==> config.mk <==
export PLATFORM = sky130hd
export DESIGN_NAME = serie_exchange_sequencer_flat
export DESIGN_NICKNAME = d
export VERILOG_FILES = /design/src/rtl/serie_exchange_sequencer_if.sv /design/src/rtl/serie_exchange_sequencer.sv /design/src/flat_wrapper.sv
export SDC_FILE = /design/constraint.sdc
export NUM_CORES = 1
export LEC_CHECK = 0
export ABC_AREA = 0
export BUFFER_PORTS_ARGS = -buffer_cell sky130_fd_sc_hd__buf_4
export CORE_UTILIZATION = 40
export DETAILED_ROUTE_END_ITERATION = 10
export PLACE_DENSITY = 0.64
export SETUP_SLACK_MARGIN = 0.15
export SYNTH_ARGS = -nofsm -noshare
export SYNTH_HDL_FRONTEND = slang
export SYNTH_SLANG_ARGS = --single-unit
==> constraint.sdc <==
create_clock -name Clk -period 3.08 [get_ports Clk]
set_input_delay 0 -clock Clk [delete_from_list [all_inputs] [get_ports Clk]]
set_output_delay 0 -clock Clk [all_outputs]
set_load 0.05 [all_outputs]
==> src/rtl/serie_exchange_sequencer_if.sv <==
// Request-side bus of the serial exchange sequencer: word request handshake and exchange result.
interface serie_exchange_sequencer_if #(
   parameter int WIDTH = 4
);
   logic             Start;
   logic             Dir;
   logic [WIDTH-1:0] Word_In;
   logic             Ready;
   logic             Busy;
   logic             Done;
   logic [WIDTH-1:0] Word_Out;
   logic             Par_Out;

   modport master (
      output Start, Dir, Word_In,
      input  Ready, Busy, Done, Word_Out, Par_Out
   );

   modport slave (
      input  Start, Dir, Word_In,
      output Ready, Busy, Done, Word_Out, Par_Out
   );
endinterface

==> src/rtl/serie_exchange_sequencer.sv <==
// Word-level exchange engine for a SISO shift register: loads a word serially while capturing the old contents.
// Optional feature macro: SERIE_SEQ_PARITY_EN (even parity of Word_Out on Par_Out).
module serie_exchange_sequencer #(
   parameter int WIDTH = 4
) (
   input  logic                       Clk,
   input  logic                       Rst,
   serie_exchange_sequencer_if.slave  req,
   output logic                       Sr_Data_In,
   output logic                       Sr_Ena,
   output logic                       Sr_LeRi,
   input  logic                       Sr_Data_Out
);

   localparam int CNT_W = $clog2(WIDTH);

   typedef enum logic [1:0] {S_IDLE, S_SHIFT, S_DONE} state_t;

   state_t           state_q, state_d;
   logic [CNT_W-1:0] cnt_q, cnt_d;
   logic [WIDTH-1:0] word_q, word_d;
   logic [WIDTH-1:0] cap_q, cap_d;
   logic [WIDTH-1:0] word_out_q, word_out_d;
   logic             leri_q, leri_d;
   logic             shifting;
   logic             accept;
   logic             last;

   assign shifting = (state_q == S_SHIFT);
   assign accept   = !shifting && req.Start;
   assign last     = (cnt_q == CNT_W'(WIDTH - 1));

   // State register
   always_ff @(posedge Clk) begin
      if (Rst) state_q <= S_IDLE;
      else     state_q <= state_d;
   end

   // Next-state logic
   always_comb begin
      state_d = state_q;
      case (state_q)
         S_IDLE, S_DONE: state_d = req.Start ? S_SHIFT : S_IDLE;
         S_SHIFT:        state_d = last ? S_DONE : S_SHIFT;
         default:        state_d = S_IDLE;
      endcase
   end

   // Outputs decoded from registered state only
   always_comb begin
      req.Ready  = !shifting;
      req.Busy   = shifting;
      req.Done   = (state_q == S_DONE);
      Sr_Ena     = shifting;
      Sr_LeRi    = leri_q;
      Sr_Data_In = 1'b0;
      if (shifting) Sr_Data_In = leri_q ? word_q[WIDTH-1] : word_q[0];
   end

   // The load word is shifted in place so the outgoing bit always sits at a fixed end.
   always_comb begin
      cnt_d      = cnt_q;
      word_d     = word_q;
      cap_d      = cap_q;
      word_out_d = word_out_q;
      leri_d     = leri_q;
      if (accept) begin
         word_d = req.Word_In;
         leri_d = req.Dir;
         cnt_d  = '0;
      end else if (shifting) begin
         cnt_d = cnt_q + CNT_W'(1);
         if (leri_q) begin
            word_d = {word_q[WIDTH-2:0], 1'b0};
            cap_d  = {cap_q[WIDTH-2:0], Sr_Data_Out};
         end else begin
            word_d = {1'b0, word_q[WIDTH-1:1]};
            cap_d  = {Sr_Data_Out, cap_q[WIDTH-1:1]};
         end
         if (last) word_out_d = cap_d;
      end
   end

   always_ff @(posedge Clk) begin
      if (Rst) begin
         cnt_q      <= '0;
         word_out_q <= '0;
         leri_q     <= 1'b1;
      end else begin
         cnt_q      <= cnt_d;
         word_out_q <= word_out_d;
         leri_q     <= leri_d;
      end
   end

   // Datapath shift registers need no reset: they are reloaded on every acceptance.
   always_ff @(posedge Clk) begin
      word_q <= word_d;
      cap_q  <= cap_d;
   end

   assign req.Word_Out = word_out_q;

`ifdef SERIE_SEQ_PARITY_EN
   function automatic logic even_parity(input logic [WIDTH-1:0] w);
      return ^w;
   endfunction

   logic par_q, par_d;

   always_comb begin
      par_d = par_q;
      if (!accept && shifting && last) par_d = even_parity(cap_d);
   end

   always_ff @(posedge Clk) begin
      if (Rst) par_q <= 1'b0;
      else     par_q <= par_d;
   end

   assign req.Par_Out = par_q;
`else
   assign req.Par_Out = 1'b0;
`endif

endmodule
==> src/flat_wrapper.sv <==
// flat-port wrapper written by rule: the top's interface ports become plain ports
module serie_exchange_sequencer_flat 
#(
   parameter int WIDTH = 4
)
  (Clk, Rst, Sr_Data_In, Sr_Ena, Sr_LeRi, Sr_Data_Out, req_Start, req_Dir, req_Word_In, req_Ready, req_Busy, req_Done, req_Word_Out, req_Par_Out);
  serie_exchange_sequencer_if #(.WIDTH(WIDTH)) req_i ();
  input  logic Clk;
  input  logic Rst;
  output logic Sr_Data_In;
  output logic Sr_Ena;
  output logic Sr_LeRi;
  input  logic Sr_Data_Out;
  input wire logic [$bits(req_i.Start)-1:0] req_Start;
  input wire logic [$bits(req_i.Dir)-1:0] req_Dir;
  input wire logic [$bits(req_i.Word_In)-1:0] req_Word_In;
  output wire logic [$bits(req_i.Ready)-1:0] req_Ready;
  output wire logic [$bits(req_i.Busy)-1:0] req_Busy;
  output wire logic [$bits(req_i.Done)-1:0] req_Done;
  output wire logic [$bits(req_i.Word_Out)-1:0] req_Word_Out;
  output wire logic [$bits(req_i.Par_Out)-1:0] req_Par_Out;
  assign req_i.Start = req_Start;
  assign req_i.Dir = req_Dir;
  assign req_i.Word_In = req_Word_In;
  assign req_Ready = req_i.Ready;
  assign req_Busy = req_i.Busy;
  assign req_Done = req_i.Done;
  assign req_Word_Out = req_i.Word_Out;
  assign req_Par_Out = req_i.Par_Out;
  serie_exchange_sequencer #(.WIDTH(WIDTH)) u_core (.Clk(Clk), .Rst(Rst), .req(req_i), .Sr_Data_In(Sr_Data_In), .Sr_Ena(Sr_Ena), .Sr_LeRi(Sr_LeRi), .Sr_Data_Out(Sr_Data_Out));
endmodule
==> impl_summary.txt <==
----------------------------------------------------
[Floorplanning]
  Std-Cell Core Area ... around 1800 um2
  IO Count ... 20
  Y dimension of the die ... 46.2 um
  Num rows ... 15
  Die footprint ... 2130 um2
  Initial standard-cell utilization of the core ... between 40% and 50%
  Floorplan die width ... 46.2 um

[Global route]
  Maximum number of pins on one net before global-route repair ... 12
  Initial antenna violation count ... 0
  Wire length of the first global-routing pass ... around 2000 um
  Via count of the first global-routing pass ... between 400 and 500
  Total congestion overflow after global routing ... 0
  Total global routing track utilization ... 14.0%

[Power and ir drop]
  Cell leakage power ... between 0.4 and 0.5 nW
  Part of the power in registers ... 57.1%
  Maximum VDD drop ... 0.203 mV
  Total power density per cell area ... 486 nW/um2
  Gate power share ... 17.3%
  Clk pwr share ... 25.6%
  Switching Share ... 27.4%
  Cell-internal power ... about 0.34 mW
  Sw Pwr ... 0.127 mW

[Setup path]
  Nature of the critical path startpoint ... flop
  Depth of the most critical reg-to-reg path ... 4
  Largest fanout on the critical path ... 10
  Worst endpoint data arrival time ... between 2 and 2.5 ns
  Worst reg2reg setup slack ... 1.25 ns
  Critical Path Stages ... 4
  Cell Chain, Critical Path ... nand2b_1 > and2_4 > a211o_1 > dlygate4sd3_1
  Crit path largest cell delay ... between 0.5 and 0.6 ns
  Largest delay contributor family on the critical path ... simple AND/OR/NAND/NOR gates
  CP bufs+invs ... 1
  Sort of element at the end of the critical path ... flop
  CP max-delay cell ... dlygate4sd3_1
  Worst path required time ... 3.27 ns
  Setup Crit Path Kind ... flop to flop

[Synth]
  Cell type contributing the most total cell area after synthesis ... edfxtp_1
  Top cell type's share of synthesized area ... a little under a third
  Number of standard cells after synthesis ... 68
  Largest cells by area after synthesis ... edfxtp_1 (31%), dfxtp_1 (23%), mux2i_1 (12%), mux2_2 (5.8%), nor2_1 (3.4%)
  Ys Warns ... 0
  Average instance area after synthesis ... 11.5 um2
  Share of synthesized flip-flops with an asynchronous set or reset ... 0%
  Flip-flop cell with the highest count after synthesis ... dfxtp_1
  Number of synthesized flops with an enable pin ... 8
  Area of the mapped netlist ... slightly below 800 um2
  Sequential cell area fraction in the yosys report ... between 50% and 60%
  Register bit total from synthesis ... 17
  Distinct cell type count after synthesis ... 24
  Synth Net Count ... 78

[Job]
  Maxcap violations ... 0

[Finish]
  Area growth syn-to-layout ... 22.1%
  Layout cell share with drive strength beyond 1 ... 31.4%
  Fin util ... between 50 and 60%
  NumNets Final ... 97
  Inserted Diodes ... 0

[Clocking]
  Clock root buffer ... clkbuf_4
  Clock sink total ... 17
  # H-tree levels ... 1
  CTS Buf Count ... 3
  CTS Buffer Depth ... 2
  Post-cts repair resize count ... 0
  TritonCTS clock tree ... done
  Clock edge transition at the registers on the reported setup and hold paths ... 0.11 ns
  Clk_lat worst skew ... 0.29 ns

[STA]
  Number of endpoints with negative hold slack in the final report ... 0
  Crit share post-route ... 59.5%
  Max Transition Viols Final ... 0
  Post-layout minimum cycle time ... 1.83 ns
  Clk_skew ... 0.00761 ns
  Unrepaired setup endpoints after global routing ... no
  Final number of setup-violating endpoints ... 0
  FMAX ... around 550 MHz
  TNS Setup ... 0 ns

[Detailed routing]
  Total number of vias ... 528
  Antenna viol nets, final ... 0
  Average routed wire per standard cell ... 12.0 um
  DR iter-0 viols ... 14
  Total wire length after detailed routing ... 1330 um
  Post-route DRC ... 0
  Count of TritonRoute iterations in the first routing pass ... 7
  Number of vias per cell after detailed routing ... approximately 4.8

[Hold path]
  Worst hold-check path type ... input pin to flop
  Hold path cells ... 3

[Placement]
  Number of port buffers ... 18
  Total half-perimeter wirelength after legalization and detailed placement ... 1000 um
  Weighted congestion reported at the end of routability-driven placement ... 0.765

[Status]
  Run status ... completed

----------------------------------------------------
-- final cells by class --
class	instances	area, um2
clock buffer	3	22.5
sequential	17	420
fill	171	830
clock inverter	1	5.00
tap	25	31.3
multi-input combinational	43	305
inverter	1	3.75
timing repair buffer	21	165
-- layer usage --
layer  vias to the layer above  share of wire, %  wire length, um  GRT usage (%)
met3                         2               4.7               63           3.53
met1                       245                49              650           19.0
met5                         -                 0                0              0
met4                         0              0.90               12           8.82
li1                        267                 -                -              -
met2                        14                46              608           19.4
-- synth_stat cells (2+ instances only) --
| cell | number |
|---|---|
| nand3_1 | 4 |
| nor2_1 | 7 |
| dfxtp_1 | 9 |
| mux2i_1 | 9 |
| edfxtp_1 | 8 |
| buf_2 | 2 |
| nand2b_1 | 3 |
| nor2b_1 | 2 |
| buf_6 | 2 |
| o21ai_0 | 3 |
| mux2_2 | 4 |
| buf_4 | 2 |
| nor3_1 | 2 |
-- cell families (layout without fill, tap and decap cells) --
family,after synthesis,in the layout,synth area share (%)
AOI/OAI and AO/OA,6,6,4.65
xor gates and xnor gates,1,1,1.12
adders and majority gates,1,1,1.60
buffers and inverters,8,26,7.05
DFF,17,17,53.8
muxes,13,13,17.3
other,1,1,0.480
and+or+nand+nor,21,21,13.9
-- power by group through the flow --
stage / Sequential [mW] / Combinational [mW] / Clock (mW)
6_report: 0.265 / 0.0803 / 0.119
5_1_grt: 0.267 / 0.0865 / 0.135
4_1_cts: 0.265 / 0.0809 / 0.123
3_5_place_dp: 0.270 / 0.0775 / 0
3_3_place_gp: 0.270 / 0.0769 / 0
2_1_floorplan: 0.269 / 0.0595 / 0
-- repair_timing --
item | 4_1_cts | 5_1_grt
buffers inserted | 0 | 0
endpoints found under the hold margin | 9 | 0
hold buffers | 3 | 0
-- cells in the final DEF (no fill, tap or decap) --
cell,instances
conb_1,1
nor2b_1,2
o21ai_1,1
and3b_1,1
nand3_1,4
nor3_1,2
inv_1,1
buf_4,18
mux2i_1,9
a21boi_0,1
a211o_1,1
ha_1,1
o21ai_0,3
xnor2_1,1
dfxtp_1,9
mux2_2,4
dlygate4sd3_1,3
and2_4,1
clkbuf_4,3
nor2_1,7
edfxtp_1,8
nand2b_1,3
clkinv_2,1
nand2_1,1
-- state kept, by name, summed over array words and instances, names as in the netlist --
signal and flops:
u_core.Sr_LeRi 1, u_core.cap_q 4, u_core.cnt_q 2, u_core.req.Word_Out 4, u_core.state_q 2, u_core.word_q 4
-- through the flow --
stage	area [um2]	power (mW)	hold slack (ns)	std cells	worst slack [ns]
finish	953	0.464	0.0233	111	1.25
global placement	896	0.347	0.212	104	1.73
floorplan	781	0.328	0.118	68	1.43
global route	953	0.488	0.0128	111	1.17
detailed placement	896	0.348	0.215	104	1.71
CTS	953	0.469	0.00961	111	1.25
-- tightest hold or removal path: stages --
cell,delay [ns]
buf_4,0.07
nand3_1,0.06
o21ai_1,0.07
-- path summary, 6_finish.rpt --
path,startpoint,endpoint
hold / removal,req_Word_In[1],u_core.word_q[1]
setup / recovery,u_core.state_q[1],u_core.Sr_LeRi
setup reg to reg,u_core.state_q[1],u_core.Sr_LeRi
hold reg to reg,u_core.req.Word_Out[0],u_core.req.Word_Out[0]
Note: power is estimated with default switching activity, not from simulation.
